## config.mk

```make
export PLATFORM = sky130hd
export DESIGN_NAME = fsmd_sched
export DESIGN_NICKNAME = d
export VERILOG_FILES = /design/src/rtl/fsmd_pkg.sv /design/src/rtl/rr_arb2.sv /design/src/rtl/fsmd_sched.sv
export SDC_FILE = /design/constraint.sdc
export NUM_CORES = 1
export LEC_CHECK = 0
export ABC_AREA = 1
export BUFFER_PORTS_ARGS = -buffer_cell sky130_fd_sc_hd__buf_2
export CAP_MARGIN = 40
export CORE_ASPECT_RATIO = 0.9
export CORE_UTILIZATION = 45
export DETAILED_ROUTE_END_ITERATION = 10
export HOLD_SLACK_MARGIN = 0.03
export PLACE_DENSITY = 0.74
export RECOVER_POWER = 25
export SYNTH_ARGS = -nofsm -noshare
export SYNTH_HDL_FRONTEND = slang
export SYNTH_SLANG_ARGS = --single-unit
```

## constraint.sdc

```tcl
create_clock -name clk -period 1.4 [get_ports clk]
set_input_delay 0.14 -clock clk [delete_from_list [all_inputs] [get_ports clk]]
set_output_delay 0.14 -clock clk [all_outputs]
set_load 0.02 [all_outputs]
```

## src/rtl/fsmd_pkg.sv

```systemverilog
// Shared definitions for the fsmd scheduler: state encoding and default widths.
package fsmd_pkg;

  localparam int unsigned W_IN_DEFAULT  = 4;
  localparam int unsigned W_OUT_DEFAULT = 8;

  localparam logic [1:0] IDLE  = 2'd0;
  localparam logic [1:0] START = 2'd1;
  localparam logic [1:0] WAIT  = 2'd2;
  localparam logic [1:0] DRAIN = 2'd3;

  typedef enum logic [1:0] {
    StIdle  = IDLE,
    StStart = START,
    StWait  = WAIT,
    StDrain = DRAIN
  } state_e;

endpackage

```

## src/rtl/rr_arb2.sv

```systemverilog
// Two-way round-robin arbiter: picks a winner from req_i and holds the last-served pointer.
module rr_arb2 (
  input  logic       clk_i,
  input  logic       rst_i,
  input  logic [1:0] req_i,
  input  logic       upd_i,
  input  logic       upd_val_i,
  output logic       any_o,
  output logic       win_o
);

  logic last_q;

  // Sole requester wins; on contention the client that was not served last wins.
  always_comb begin
    any_o = |req_i;
    win_o = 1'b0;
    if (req_i == 2'b10) begin
      win_o = 1'b1;
    end else if (req_i == 2'b11) begin
      win_o = ~last_q;
    end
  end

  // Last-served pointer; resets to client 1 so client 0 wins the first contention.
  always_ff @(posedge clk_i or posedge rst_i) begin
    if (rst_i) begin
      last_q <= 1'b1;
    end else if (upd_i) begin
      last_q <= upd_val_i;
    end
  end

endmodule

```

## src/rtl/fsmd_sched.sv

```systemverilog
// Shares one fsmd core between two requesters: arbitrates, runs the core handshake,
// routes the result back to the owner and aborts a job whose done never arrives.
module fsmd_sched
  import fsmd_pkg::*;
#(
  parameter int unsigned W_IN    = W_IN_DEFAULT,
  parameter int unsigned W_OUT   = W_OUT_DEFAULT,
  parameter int unsigned TIMEOUT = 64,
  parameter int unsigned CNT_W   = 7
) (
  input  logic             clk,
  input  logic             rst,
  input  logic             req0,
  input  logic             req1,
  input  logic [W_IN-1:0]  xa0,
  input  logic [W_IN-1:0]  ya0,
  input  logic [W_IN-1:0]  xa1,
  input  logic [W_IN-1:0]  ya1,
  output logic             ack0,
  output logic             ack1,
  output logic             rsp_valid0,
  output logic             rsp_valid1,
  output logic [W_OUT-1:0] rsp_data0,
  output logic [W_OUT-1:0] rsp_data1,
  output logic             core_start,
  output logic [W_IN-1:0]  core_xin,
  output logic [W_IN-1:0]  core_yin,
  input  logic             core_ready,
  input  logic             core_idle,
  input  logic             core_done,
  input  logic [W_OUT-1:0] core_x,
  output logic             owner,
  output logic             busy,
  output logic             timeout_err
);

  localparam logic [CNT_W-1:0] WdLast = CNT_W'(TIMEOUT - 1);

  state_e             state_q;
  logic               owner_q, busy_q, timeout_err_q, core_start_q;
  logic               ack0_q, ack1_q, rsp_valid0_q, rsp_valid1_q;
  logic [W_OUT-1:0]   rsp_data0_q, rsp_data1_q;
  logic [W_IN-1:0]    xin_q, yin_q;
  logic [CNT_W-1:0]   wd_q;

  logic arb_any, arb_win, grant, active, wd_expired, last_upd;

  // Job ends (result or abort) exactly when the last-served pointer must move to the owner.
  always_comb begin
    grant      = core_ready & arb_any;
    active     = (state_q == StStart) || (state_q == StWait);
    wd_expired = (wd_q == WdLast);
    last_upd   = active & (core_done | wd_expired);
  end

  rr_arb2 u_arb (
    .clk_i     (clk),
    .rst_i     (rst),
    .req_i     ({req1, req0}),
    .upd_i     (last_upd),
    .upd_val_i (owner_q),
    .any_o     (arb_any),
    .win_o     (arb_win)
  );

  // Scheduler FSM with watchdog; every output is a register updated here.
  always_ff @(posedge clk or posedge rst) begin
    if (rst) begin
      state_q       <= StIdle;
      owner_q       <= 1'b0;
      busy_q        <= 1'b0;
      timeout_err_q <= 1'b0;
      core_start_q  <= 1'b0;
      ack0_q        <= 1'b0;
      ack1_q        <= 1'b0;
      rsp_valid0_q  <= 1'b0;
      rsp_valid1_q  <= 1'b0;
      rsp_data0_q   <= '0;
      rsp_data1_q   <= '0;
      xin_q         <= '0;
      yin_q         <= '0;
      wd_q          <= '0;
    end else begin
      ack0_q       <= 1'b0;
      ack1_q       <= 1'b0;
      rsp_valid0_q <= 1'b0;
      rsp_valid1_q <= 1'b0;
      unique case (state_q)
        StIdle: begin
          // An idle scheduler still reports busy while the core itself is working.
          busy_q <= ~core_idle;
          if (grant) begin
            owner_q      <= arb_win;
            xin_q        <= arb_win ? xa1 : xa0;
            yin_q        <= arb_win ? ya1 : ya0;
            ack0_q       <= ~arb_win;
            ack1_q       <= arb_win;
            wd_q         <= '0;
            core_start_q <= 1'b1;
            busy_q       <= 1'b1;
            state_q      <= StStart;
          end
        end
        StStart, StWait: begin
          if (core_done) begin
            // A done that arrives while still in START is captured directly.
            if (owner_q) begin
              rsp_data1_q  <= core_x;
              rsp_valid1_q <= 1'b1;
            end else begin
              rsp_data0_q  <= core_x;
              rsp_valid0_q <= 1'b1;
            end
            core_start_q <= 1'b0;
            state_q      <= StDrain;
          end else if (wd_expired) begin
            timeout_err_q <= 1'b1;
            core_start_q  <= 1'b0;
            state_q       <= StDrain;
          end else begin
            wd_q <= wd_q + CNT_W'(1);
            if ((state_q == StStart) && !core_ready) begin
              core_start_q <= 1'b0;
              state_q      <= StWait;
            end
          end
        end
        StDrain: begin
          // Hold off until done has dropped and the core can take a new start.
          if (!core_done && core_ready) begin
            busy_q  <= ~core_idle;
            state_q <= StIdle;
          end
        end
      endcase
    end
  end

  assign ack0        = ack0_q;
  assign ack1        = ack1_q;
  assign rsp_valid0  = rsp_valid0_q;
  assign rsp_valid1  = rsp_valid1_q;
  assign rsp_data0   = rsp_data0_q;
  assign rsp_data1   = rsp_data1_q;
  assign core_start  = core_start_q;
  assign core_xin    = xin_q;
  assign core_yin    = yin_q;
  assign owner       = owner_q;
  assign busy        = busy_q;
  assign timeout_err = timeout_err_q;

endmodule

```

==> key figures, run 1 <==
Setup path
  – Critical path required time: approximately 1.6 ns
  – Bufs and invs on worst path: 3
  – Slowest Stage Delay on Critical Path: ~0.37 ns
  – Crit Path Max Fanout: 7
  – Worst R2R Setup Slack: between 0.01 and 0.015 ns
  – R2r worst-path depth: 9
  – CP max-delay cell: dfrtp_1
  – Delay-heaviest family, CP: simple AND/OR/NAND/NOR gates
  – Startpoint types: flip-flop
  – Crit. End Element: flip-flop
  – Data arrival, critical path: 1.62 ns
  – Setup CP Type: flip-flop to flip-flop
  – Total stage count of the critical path: 9
  – Crit path cell chain: inv_2 > ha_4 > buf_6 > inv_4 > nand2_4 > nand2_4 > nor2_4 > nand2_1 > nand2_1
  – Launch point of the worst reg-to-reg path: state_q[0]
  – R2r endpoint: wd_q[2]

Yosys
  – Netlist cell types: 22
  – Sequential area share after synthesis: 0.5326
  – Most used DFF post-synth: dfrtp_1
  – Syn Nets: roughly 270
  – Synthesized area per cell: 8.301 sq um
  – Synth warn: 0
  – Synthesized area: 1976 sq um
  – Ys async rst share: 1.000
  – Post-synthesis register bit count: 42
  – Cells after Synth: approximately 240
  – Number of synthesized flops with an enable pin: 0

Die
  – I/O pins: 63
  – Die X: slightly above 70 um
  – Die height: roughly 65 um
  – Starting density of the core: 0.4753
  – Placement Rows: 22
  – Core footprint: 4156 sq um
  – Die area: between 4000 and 5000 sq um

Place
  – Gpl congestion: 0.8627
  – Placed insts: about 370
  – Pre-CTS WS: -0.08279 ns
  – Port bufs: 62
  – Final HPWL DP: 3013 um

Hold path
  – Worst hold-check path type: input port to flip-flop
  – Hold Path Sink: core_yin[0]
  – Hold Crit Depth: 3
  – Hold path startpoint: ya1[0]

Power
  – Leakage: approximately 1.5 nW
  – P per Cell Area: 2317 nW/um^2
  – Maximum vdd drop: ~0.0011 V

GRT
  – Vias in the first global route: between 1500 and 2000
  – Initial antenna violation count: 0
  – Pin count of the biggest net entering global routing: 30
  – First-pass GRT wire length: between 7000 and 8000 um
  – Remaining global-route overflow: 0
  – Total GRT Usage: 0.1985

Final layout
  – Multi-input logic area: roughly 920 sq um
  – Layout overhead on the synthesized area: 36.67%
  – Most common cell after layout, fill and taps aside: nand2_1
  – Nets: 358
  – Share of cells above drive strength 1: 0.3963
  – FF+latch area: about 1100 sq um
  – Diode count: 0
  – Final cell count without fillers: roughly 380
  – Fill cell count: 339
  – Most frequent cells in the layout: 82 x nand2_1, 62 x buf_2, 41 x dfrtp_1, 19 x inv_1, 15 x o21ai_1

STA
  – Worst Setup Slack, final: 0.01264 ns
  – Fin. max-slew vios: 0
  – Min cycle time layout: ~1.4 ns
  – Endpoints failing hold: 0
  – RSZ-0062 raised after global routing: true
  – Worst-margin pin slew: 0.7266 ns
  – Finish-stage setup viols: 0
  – Setup tns final: 0 ns
  – Setup Skew: approximately 0.0052 ns
  – Final period utilization: 0.9910
  – Max Freq: 720.8 MHz
  – Fin Hold WS: between 0.04 and 0.05 ns
  – Slew margin rel.: 0.5156

Clock tree
  – CTS Sinks: 42
  – Clk buf depth: 2
  – CTS root buf: clkbuf_8
  – Clock slew seen by the registers of the worst setup and hold paths: approximately 0.080 ns
  – TritonCTS clock tree: done
  – Total CTS buffers: 5
  – H-tree depth: 2
  – Skew-Pair Late Insertion Delay: around 0.30 ns

Drt
  – DR pass1 iterations: 4
  – Initial DRC Count: 79
  – Post-route ant nets: 0
  – Mean routed wirelength per cell: between 10 and 15 um
  – # DRC: 0
  – Via-to-Cell Ratio: 4.611
  – Via count: 1766
  – WL final: approximately 4400 um

Run status
  – Outcome: complete, no violations

Run
  – Max Cap Viol: 0
-- state kept, by name, indices dropped and copies added (netlist names), 2 cells and up --
name / cells
core_yin: 4
rsp_data1: 8
state_q: 2
core_xin: 4
wd_q: 7
rsp_data0: 8
-- area by class of cell --
type / count / area share
sequential: 42 / 0.3897
multi-input combinational: 165 / 0.3415
clock inverter: 3 / 0.007878
timing repair buffer: 80 / 0.1650
tap: 60 / 0.02780
clock buffer: 5 / 0.02549
inverter: 28 / 0.04263
-- routing by layer --
layer / GRT usage / vias up / part of all wire
li1: - / 907 / -
met2: 0.3219 / 51 / 0.46
met5: 0 / - / 0
met4: 0.08578 / 0 / 0.014
met1: 0.2553 / 801 / 0.47
met3: 0.04510 / 7 / 0.053
-- metrics by stage --
step                      power (W)  area (sq um)    util
final                      0.006257          2700  0.6496
after global routing       0.006747          2700  0.6496
after CTS                  0.005921          2575  0.6195
after detailed placement   0.004964          2441  0.5873
after global placement     0.004905          2441  0.5873
after floorplan            0.003960          1981       -
-- timing repair --
item | 4_1_cts | 5_1_grt
buffers inserted | 1 | 1
pin swaps | 1 | 10
hold buffers | 1 | 0
hold endpoints to repair | 41 | 0
setup endpoints to repair | 29 | 36
gates resized for setup | 7 | 33
gates cloned | 0 | 1
-- worst max-delay path by stage --
stage          startpoint      endpoint  slack [ns]
3_3_place_gp   state_q[0]       wd_q[2]       -0.01
3_5_place_dp   state_q[0]       wd_q[3]       -0.08
4_1_cts        state_q[0]  rsp_data1[0]      -0.003
5_1_grt        state_q[1]    state_q[0]       -0.07
6_report       state_q[0]       wd_q[2]        0.01
2_1_floorplan  state_q[0]       wd_q[2]       0.003
-- worst min-delay path, cell delays in order --
cell and delay (ns):
buf_2 0.07, nand2_1 0.04, nand3_1 0.06
-- cells by family (layout without fill, tap and decap cells) --
| group | count (synthesis) | in the layout | share of synthesized area |
|---|---|---|---|
| and+or+nand+nor | 129 | 130 | 0.2812 |
| AOI/OAI and AO/OA | 30 | 30 | 0.08233 |
| adders and majority gates | 5 | 5 | 0.03167 |
| DFF | 42 | 42 | 0.5326 |
| buffers and inverters | 32 | 116 | 0.07219 |
-- synthesized netlist by cell type (2+ instances only) --
master | n | area share
a21oi_1 | 4 | 0.010
nand2_2 | 3 | 0.0095
nand3_1 | 13 | 0.033
nand2_1 | 91 | 0.17
buf_6 | 2 | 0.011
inv_2 | 4 | 0.0076
ha_1 | 5 | 0.032
dfrtp_1 | 41 | 0.52
o21ai_0 | 10 | 0.025
nor2_2 | 3 | 0.0095
nor2_1 | 14 | 0.027
buf_4 | 2 | 0.0076
o21bai_1 | 2 | 0.0076
inv_1 | 24 | 0.046
o21ai_1 | 13 | 0.033
-- power by group --
part	switching [W]	internal (W)
logic	0.00216	0.00135
clock network	0.000438	0.000350
registers	0.000250	0.00171
(Power assumes the default switching activity.)
==> inputs of run 2 (changes only) <==
- ABC_AREA: 1 -> default
==> key figures, run 2 <==
Final layout
  – Cell area after layout: 2954 sq um (was 2700 sq um)
  – Final cell count without fillers: 314 (was 383)
  – Most common cell after layout, fill and taps aside: buf_2 (was nand2_1)
  – Diode count: 0 (unchanged)
  – Layout overhead on the synthesized area: 57.40% (was 36.67%)
  – Share of cells above drive strength 1: 0.5896 (was 0.3963)
  – Nets: 303 (was 358)
  – Most frequent cells in the layout: 62 x buf_2, 41 x dfrtp_1, 33 x buf_4, 19 x mux2_4, 14 x nand2_1 (was 82 x nand2_1, 62 x buf_2, 41 x dfrtp_1, 19 x inv_1, 15 x o21ai_1)
  – Final Util: 0.7648 (was 0.6496)

Power
  – Total power: 0.007222 W (was 0.006257 W)
  – Leakage: 1.554 nW (was 1.458 nW)
  – P per Cell Area: 2445 nW/um^2 (was 2317 nW/um^2)
  – Maximum vdd drop: 0.001372 V (was 0.001138 V)

Drt
  – # DRC: 0 (unchanged)
  – Post-route ant nets: 0 (unchanged)
  – WL final: 4825 um (was 4377 um)
  – Initial DRC Count: 37 (was 79)
  – Mean routed wirelength per cell: 15.37 um (was 11.43 um)
  – Max layer used: met4 (unchanged)
  – Met1 Wirelength: 2283 um (was 2064 um)
  – Met3 wire len: 226 um (was 234 um)
  – Via-to-Cell Ratio: 5.146 (was 4.611)
  – Via count: 1616 (was 1766)
  – DR pass1 iterations: 4 (unchanged)
  – Met2 wire length: 2236 um (was 2014 um)

Place
  – Gpl congestion: 0.8901 (was 0.8627)
  – Placed insts: 289 (was 371)
  – Pre-CTS WS: -0.2789 ns (was -0.08279 ns)
  – Placed cell area: 2521 sq um (was 2441 sq um)
  – Final HPWL DP: 2983 um (was 3013 um)
  – Port bufs: 62 (unchanged)

Run status
  – Outcome: finished, violations left (was complete, no violations)
  – Failing checks: negative setup slack

Setup path
  – Startpoint types: flip-flop (unchanged)
  – Bufs and invs on worst path: 1 (was 3)
  – Crit path cell chain: buf_4 > ha_2 > mux2_4 > o311ai_4 > nand3_2 > a32o_2 (was inv_2 > ha_4 > buf_6 > inv_4 > nand2_4 > nand2_4 > nor2_4 > nand2_1 > nand2_1)
  – Setup CP Type: flip-flop to flip-flop (unchanged)
  – Data arrival, critical path: 1.89 ns (was 1.62 ns)
  – Slowest Stage Delay on Critical Path: 0.39 ns (was 0.37 ns)
  – Delay-heaviest family, CP: flip-flops (was simple AND/OR/NAND/NOR gates)
  – Crit. End Element: flip-flop (unchanged)
  – Crit Path Max Fanout: 3 (was 7)
  – Critical path required time: 1.60 ns (was 1.64 ns)
  – CP max-delay cell: dfrtp_1 (unchanged)

Clock tree
  – Clock slew seen by the registers of the worst setup and hold paths: 0.09 ns (was 0.08 ns)
  – CTS root buf: clkbuf_8 (unchanged)
  – H-tree depth: 2 (unchanged)
  – Total CTS buffers: 5 (unchanged)
  – Clk buf depth: 2 (unchanged)
  – Skew-Pair Late Insertion Delay: 0.31 ns (was 0.30 ns)
  – TritonCTS clock tree: done (unchanged)
  – CTS Sinks: 42 (unchanged)

STA
  – Max Freq: 591.3 MHz (was 720.8 MHz)
  – Finish-stage setup viols: 27 (was 0)
  – Worst-margin pin slew: 0.5558 ns (was 0.7266 ns)
  – Worst Setup Slack, final: -0.2911 ns (was 0.01264 ns)
  – Final period utilization: 1.208 (was 0.9910)
  – Setup Skew: 0.004834 ns (was 0.005209 ns)
  – Endpoints failing hold: 0 (unchanged)
  – Fin. max-slew vios: 0 (unchanged)
  – RSZ-0062 raised after global routing: true (unchanged)
  – Min cycle time layout: 1.691 ns (was 1.387 ns)
  – Slew margin rel.: 0.6295 (was 0.5156)

Yosys
  – Ys async rst share: 1.000 (unchanged)
  – Sequential area share after synthesis: 0.5607 (was 0.5326)
  – Post-synthesis register bit count: 42 (unchanged)
  – Synth warn: 0 (unchanged)
  – Synthesized area per cell: 11.80 sq um (was 8.301 sq um)
  – Synth area leaders: dfrtp_1 55%, mux2_1 7.2%, mux2i_1 5.3%, mux2_2 3.6%, ha_1 3.3% (was dfrtp_1 52%, nand2_1 17%, inv_1 4.6%, nand3_1 3.3%, o21ai_1 3.3%)
  – Synthesized area: 1877 sq um (was 1976 sq um)
  – Post-synth top area share: 0.5467 (was 0.5193)
  – Netlist cell types: 33 (was 22)
  – Top cell type by total area after synthesis: dfrtp_1 (unchanged)
  – Mux share of post-synthesis cell area: 0.1693 (was 0)
  – Cells after Synth: 159 (was 238)
  – Post-Synth XOR/XNOR Area: 0 (unchanged)
  – Simple-Gate Fraction of Synth Area: 0.08800 (was 0.2812)
  – Adder-cell share of the synthesized area: 0.03333 (was 0.03167)
  – Largest family of logic cells by synthesized area: multiplexers (was simple AND/OR/NAND/NOR gates)
  – Number of synthesized flops with an enable pin: 0 (unchanged)
  – Synth cell count leaders: 41 x dfrtp_1, 14 x nand2_1, 12 x mux2_1 (was 91 x nand2_1, 41 x dfrtp_1, 24 x inv_1)
  – Count leader, synth: dfrtp_1 (was nand2_1)
  – Compound-Gate Fraction of Synth Area: 0.1180 (was 0.08233)
  – Syn Nets: 195 (was 274)
  – Most used DFF post-synth: dfrtp_1 (unchanged)

Die
  – Starting density of the core: 0.4859 (was 0.4753)
  – Die area: 4433 sq um (was 4660 sq um)
  – I/O pins: 63 (unchanged)
  – Core footprint: 3862 sq um (was 4156 sq um)
  – Die X: 70.08 um (was 71.85 um)
  – Die height: 63.27 um (was 64.86 um)
  – Placement Rows: 21 (was 22)

Hold path
  – Worst hold-check path type: input port to flip-flop (unchanged)

GRT
  – Initial antenna violation count: 0 (unchanged)
  – Remaining global-route overflow: 0 (unchanged)
  – Vias in the first global route: 1552 (was 1712)
  – Total GRT Usage: 0.2195 (was 0.1985)
  – Pin count of the biggest net entering global routing: 43 (was 30)
  – First-pass GRT wire length: 7500 um (was 7148 um)

Run
  – Max Cap Viol: 0 (unchanged)
run 2: metrics by stage:
stage | hold WS (ns) | setup TNS [ns]
2_1_floorplan | 0.2257 | -3.129
3_3_place_gp | 0.2119 | -3.521
3_5_place_dp | 0.2202 | -4.309
4_1_cts | 0.07081 | -3.759
5_1_grt | 0.07064 | -5.960
6_report | 0.07297 | -4.707
run 2: cell families after synthesis:
kind of cell	Yosys count
buffers and inverters	15
and+or+nand+nor	33
AOI/OAI and AO/OA	35
muxes	29
adders and majority gates	5
DFF	42
run 2: timing repair:
item,4_1_cts,5_1_grt
hold endpoints to repair,42,0
setup endpoints to repair,27,29
hold buffers,2,0
buffers inserted,4,10
cloned,2,0
gates resized for setup,14,26
pin swaps,8,5
run 2: metal layers:
layer / global-route usage / vias up
met5: 0 / -
met4: 0.06750 / 0
met3: 0.05760 / 8
met2: 0.3389 / 53
met1: 0.3031 / 775
li1: - / 780
run 2: report_power, final:
group,internal (W),switching (W)
logic,0.00215,0.00202
registers,0.00172,0.000305
clock network,0.000544,0.000480
run 2: final cells by class:
class,count,area (sq um)
Clock buffer,5,68.82
Clock inverter,3,48.80
Fill cell,256,908.4
Inverter,10,37.54
Multi-Input combinational cell,103,1012
Sequential cell,42,1052
Tap cell,46,57.56
Timing Repair Buffer,105,676.9
run 2: path summary, 6_finish.rpt:
| kind | from | to | slack (ns) | cells past startpoint |
|---|---|---|---|---|
| hold / removal | core_x[1] | rsp_data1[1] | 0.07 | 2 |
| setup / recovery | state_q[0] | state_q[0] | -0.29 | 6 |
| hold reg to reg | timeout_err | timeout_err | 0.46 | 1 |
| max in group asynchronous | rst | u_arb.last_q | 0.49 | 4 |
| setup reg to reg | state_q[0] | state_q[0] | -0.29 | 6 |
| min in group asynchronous | rst | core_xin[3] | 0.54 | 4 |
run 2: worst register-to-register path: cells and delay by family (launching register included):
kind / cells / cell delay [ns]
flops: 1 / 0.39
compound gates: 2 / 0.37
mux: 1 / 0.32
fa+ha+maj: 1 / 0.18
simple gates: 1 / 0.16
buf+inv: 1 / 0.15
==> inputs of run 3 (changes only) <==
- CORE_UTILIZATION: 45 -> 49
- PLACE_DENSITY: 0.74 -> 0.77
- TNS_END_PERCENT: default -> 5
- clock period: 1.4 -> 1.65 ns (I/O delays scaled with it)
==> key figures, run 3 (synthesized netlist as in run 2, its figures left out) <==
STA
  – RSZ-0062 raised after global routing: true (unchanged)
  – Min cycle time layout: 1.712 ns (was 1.691 ns)
  – Endpoints failing hold: 0 (unchanged)
  – Worst-margin pin slew: 0.5529 ns (was 0.5558 ns)
  – Fin. max-slew vios: 0 (unchanged)
  – Slew margin rel.: 0.6310 (was 0.6295)
  – Finish-stage setup viols: 8 (was 27)
  – Setup Skew: 0.006583 ns (was 0.004834 ns)
  – Worst Setup Slack, final: -0.06215 ns (was -0.2911 ns)
  – Final period utilization: 1.038 (was 1.208)
  – Max Freq: 584.1 MHz (was 591.3 MHz)

GRT
  – First-pass GRT wire length: 7141 um (was 7500 um)
  – Vias in the first global route: 1555 (was 1552)
  – Remaining global-route overflow: 0 (unchanged)
  – Total GRT Usage: 0.2416 (was 0.2195)
  – Pin count of the biggest net entering global routing: 23 (was 43)
  – Initial antenna violation count: 0 (unchanged)

Final layout
  – Layout overhead on the synthesized area: 40.53% (was 57.40%)
  – Final Util: 0.7529 (was 0.7648)
  – Share of cells above drive strength 1: 0.4458 (was 0.5896)
  – Nets: 284 (was 303)
  – Multi-input logic area: 875.8 sq um (was 1012 sq um)
  – FF+latch area: 1052 sq um (unchanged)
  – Final cell count without fillers: 293 (was 314)
  – Diode count: 0 (unchanged)
  – Fill cell count: 244 (was 256)
  – Most common cell after layout, fill and taps aside: buf_2 (unchanged)
  – Most frequent cells in the layout: 49 x buf_2, 41 x dfrtp_1, 20 x buf_4, 14 x clkbuf_1, 13 x nand2_1 (was 62 x buf_2, 41 x dfrtp_1, 33 x buf_4, 19 x mux2_4, 14 x nand2_1)

Drt
  – Post-route ant nets: 0 (unchanged)
  – Met1 Wirelength: 1900 um (was 2283 um)
  – Mean routed wirelength per cell: 15.45 um (was 15.37 um)
  – WL final: 4526 um (was 4825 um)
  – Max layer used: met4 (unchanged)
  – DR pass1 iterations: 4 (unchanged)
  – Met3 wire len: 227 um (was 226 um)
  – Initial DRC Count: 68 (was 37)
  – Met2 wire length: 2282 um (was 2236 um)
  – Via count: 1551 (was 1616)
  – Via-to-Cell Ratio: 5.294 (was 5.146)
  – # DRC: 0 (unchanged)

Clock tree
  – CTS root buf: clkbuf_8 (unchanged)
  – Skew-Pair Late Insertion Delay: 0.29 ns (was 0.31 ns)
  – Clk buf depth: 2 (unchanged)
  – TritonCTS clock tree: done (unchanged)
  – CTS Sinks: 42 (unchanged)
  – Total CTS buffers: 5 (unchanged)
  – Clock slew seen by the registers of the worst setup and hold paths: 0.08 ns (was 0.09 ns)
  – H-tree depth: 2 (unchanged)

Run status
  – Failing checks: negative setup slack (unchanged)
  – Outcome: finished, violations left (unchanged)

Setup path
  – Setup CP Type: flip-flop to flip-flop (unchanged)
  – Crit. End Element: flip-flop (unchanged)
  – Critical path required time: 1.84 ns (was 1.60 ns)
  – CP max-delay cell: dfrtp_1 (unchanged)
  – Slowest Stage Delay on Critical Path: 0.41 ns (was 0.39 ns)
  – Crit Path Max Fanout: 5 (was 3)
  – Data arrival, critical path: 1.90 ns (was 1.89 ns)
  – Worst R2R Setup Slack: -0.06 ns (was -0.29 ns)
  – Startpoint types: flip-flop (unchanged)
  – Crit path cell chain: inv_2 > ha_4 > buf_6 > nor2b_4 > o31a_1 > o21a_4 > mux2_4 (was buf_4 > ha_2 > mux2_4 > o311ai_4 > nand3_2 > a32o_2)

Die
  – Core footprint: 3503 sq um (was 3862 sq um)
  – Placement Rows: 20 (was 21)
  – Die X: 67.24 um (was 70.08 um)
  – Die area: 4082 sq um (was 4433 sq um)
  – Starting density of the core: 0.5357 (was 0.4859)
  – I/O pins: 63 (unchanged)
  – Die height: 60.71 um (was 63.27 um)

Hold path
  – Worst hold-check path type: input port to flip-flop (unchanged)

Power
  – Maximum vdd drop: 0.0009808 V (was 0.001372 V)
  – P per Cell Area: 2041 nW/um^2 (was 2445 nW/um^2)
  – Leakage: 1.342 nW (was 1.554 nW)
  – Total power: 0.005383 W (was 0.007222 W)

Place
  – Final HPWL DP: 3280 um (was 2983 um)
  – Gpl congestion: 0.8564 (was 0.8901)
  – Port bufs: 62 (unchanged)
  – Placed insts: 281 (was 289)

Run
  – Max Cap Viol: 0 (unchanged)
## run 3: cell count changes in the layout (fill, tap and decap cells not counted), sizes merged
cell / delta
nand3: -1
inv: -1
buf: -30
clkbuf: +13
## run 3: worst paths after layout
path                                 to        start  depth (start not counted)
setup / recovery                wd_q[0]   state_q[1]                          7
hold / removal             rsp_data0[2]    core_x[2]                          2
setup reg to reg                wd_q[0]   state_q[1]                          7
hold reg to reg             timeout_err  timeout_err                          1
max in group asynchronous    core_start          rst                          4
min in group asynchronous         owner          rst                          3
## run 3: routing by layer
metal  GRT usage  vias to the layer above
met5           0                        -
met4     0.08815                        0
met3     0.05263                       17
met2      0.4343                       62
met1      0.2854                      735
li1            -                      737
## run 3: area by class of cell
type,count,area share
Sequential cell,42,0.3990
Multi-Input combinational cell,102,0.3321
Timing Repair Buffer,87,0.1921
Clock buffer,6,0.02751
Tap cell,44,0.02087
Clock inverter,2,0.01423
Inverter,10,0.01423
## run 3: per-stage QoR
stage | setup WS (ns) | hold slack [ns] | area, sq um | setup TNS (ns)
3_5_place_dp | -0.1076 | 0.2337 | 2412 | -1.252
3_3_place_gp | -0.05784 | 0.2200 | 2405 | -0.5830
2_1_floorplan | -0.02371 | 0.2507 | 1907 | -0.06122
4_1_cts | -0.02193 | 0.08735 | 2564 | -0.06784
6_report | -0.06215 | 0.09857 | 2638 | -0.2509
5_1_grt | -0.1280 | 0.09184 | 2638 | -1.131
## run 3: worst max-delay path, delay by kind of cell, from the launching register on
family                     cells  cell delay [ns]
DFF                            1             0.41
AOI/OAI and AO/OA              2             0.36
muxes                          1             0.29
buffers and inverters          2             0.21
adders and majority gates      1             0.21
and+or+nand+nor                1             0.12
## run 3: power by group
group          switching (W)  internal, W  total [W]
Clock               0.000351     0.000451   0.000802
Sequential          0.000256      0.00146    0.00172
Combinational        0.00152      0.00134    0.00286
## run 3: repair_timing
item	CTS	global route
endpoints found under the hold margin	11	0
pin swaps	1	5
buffers inserted	0	2
hold buffers	2	0
endpoints found under the setup margin	18	18
gates resized for setup	5	15
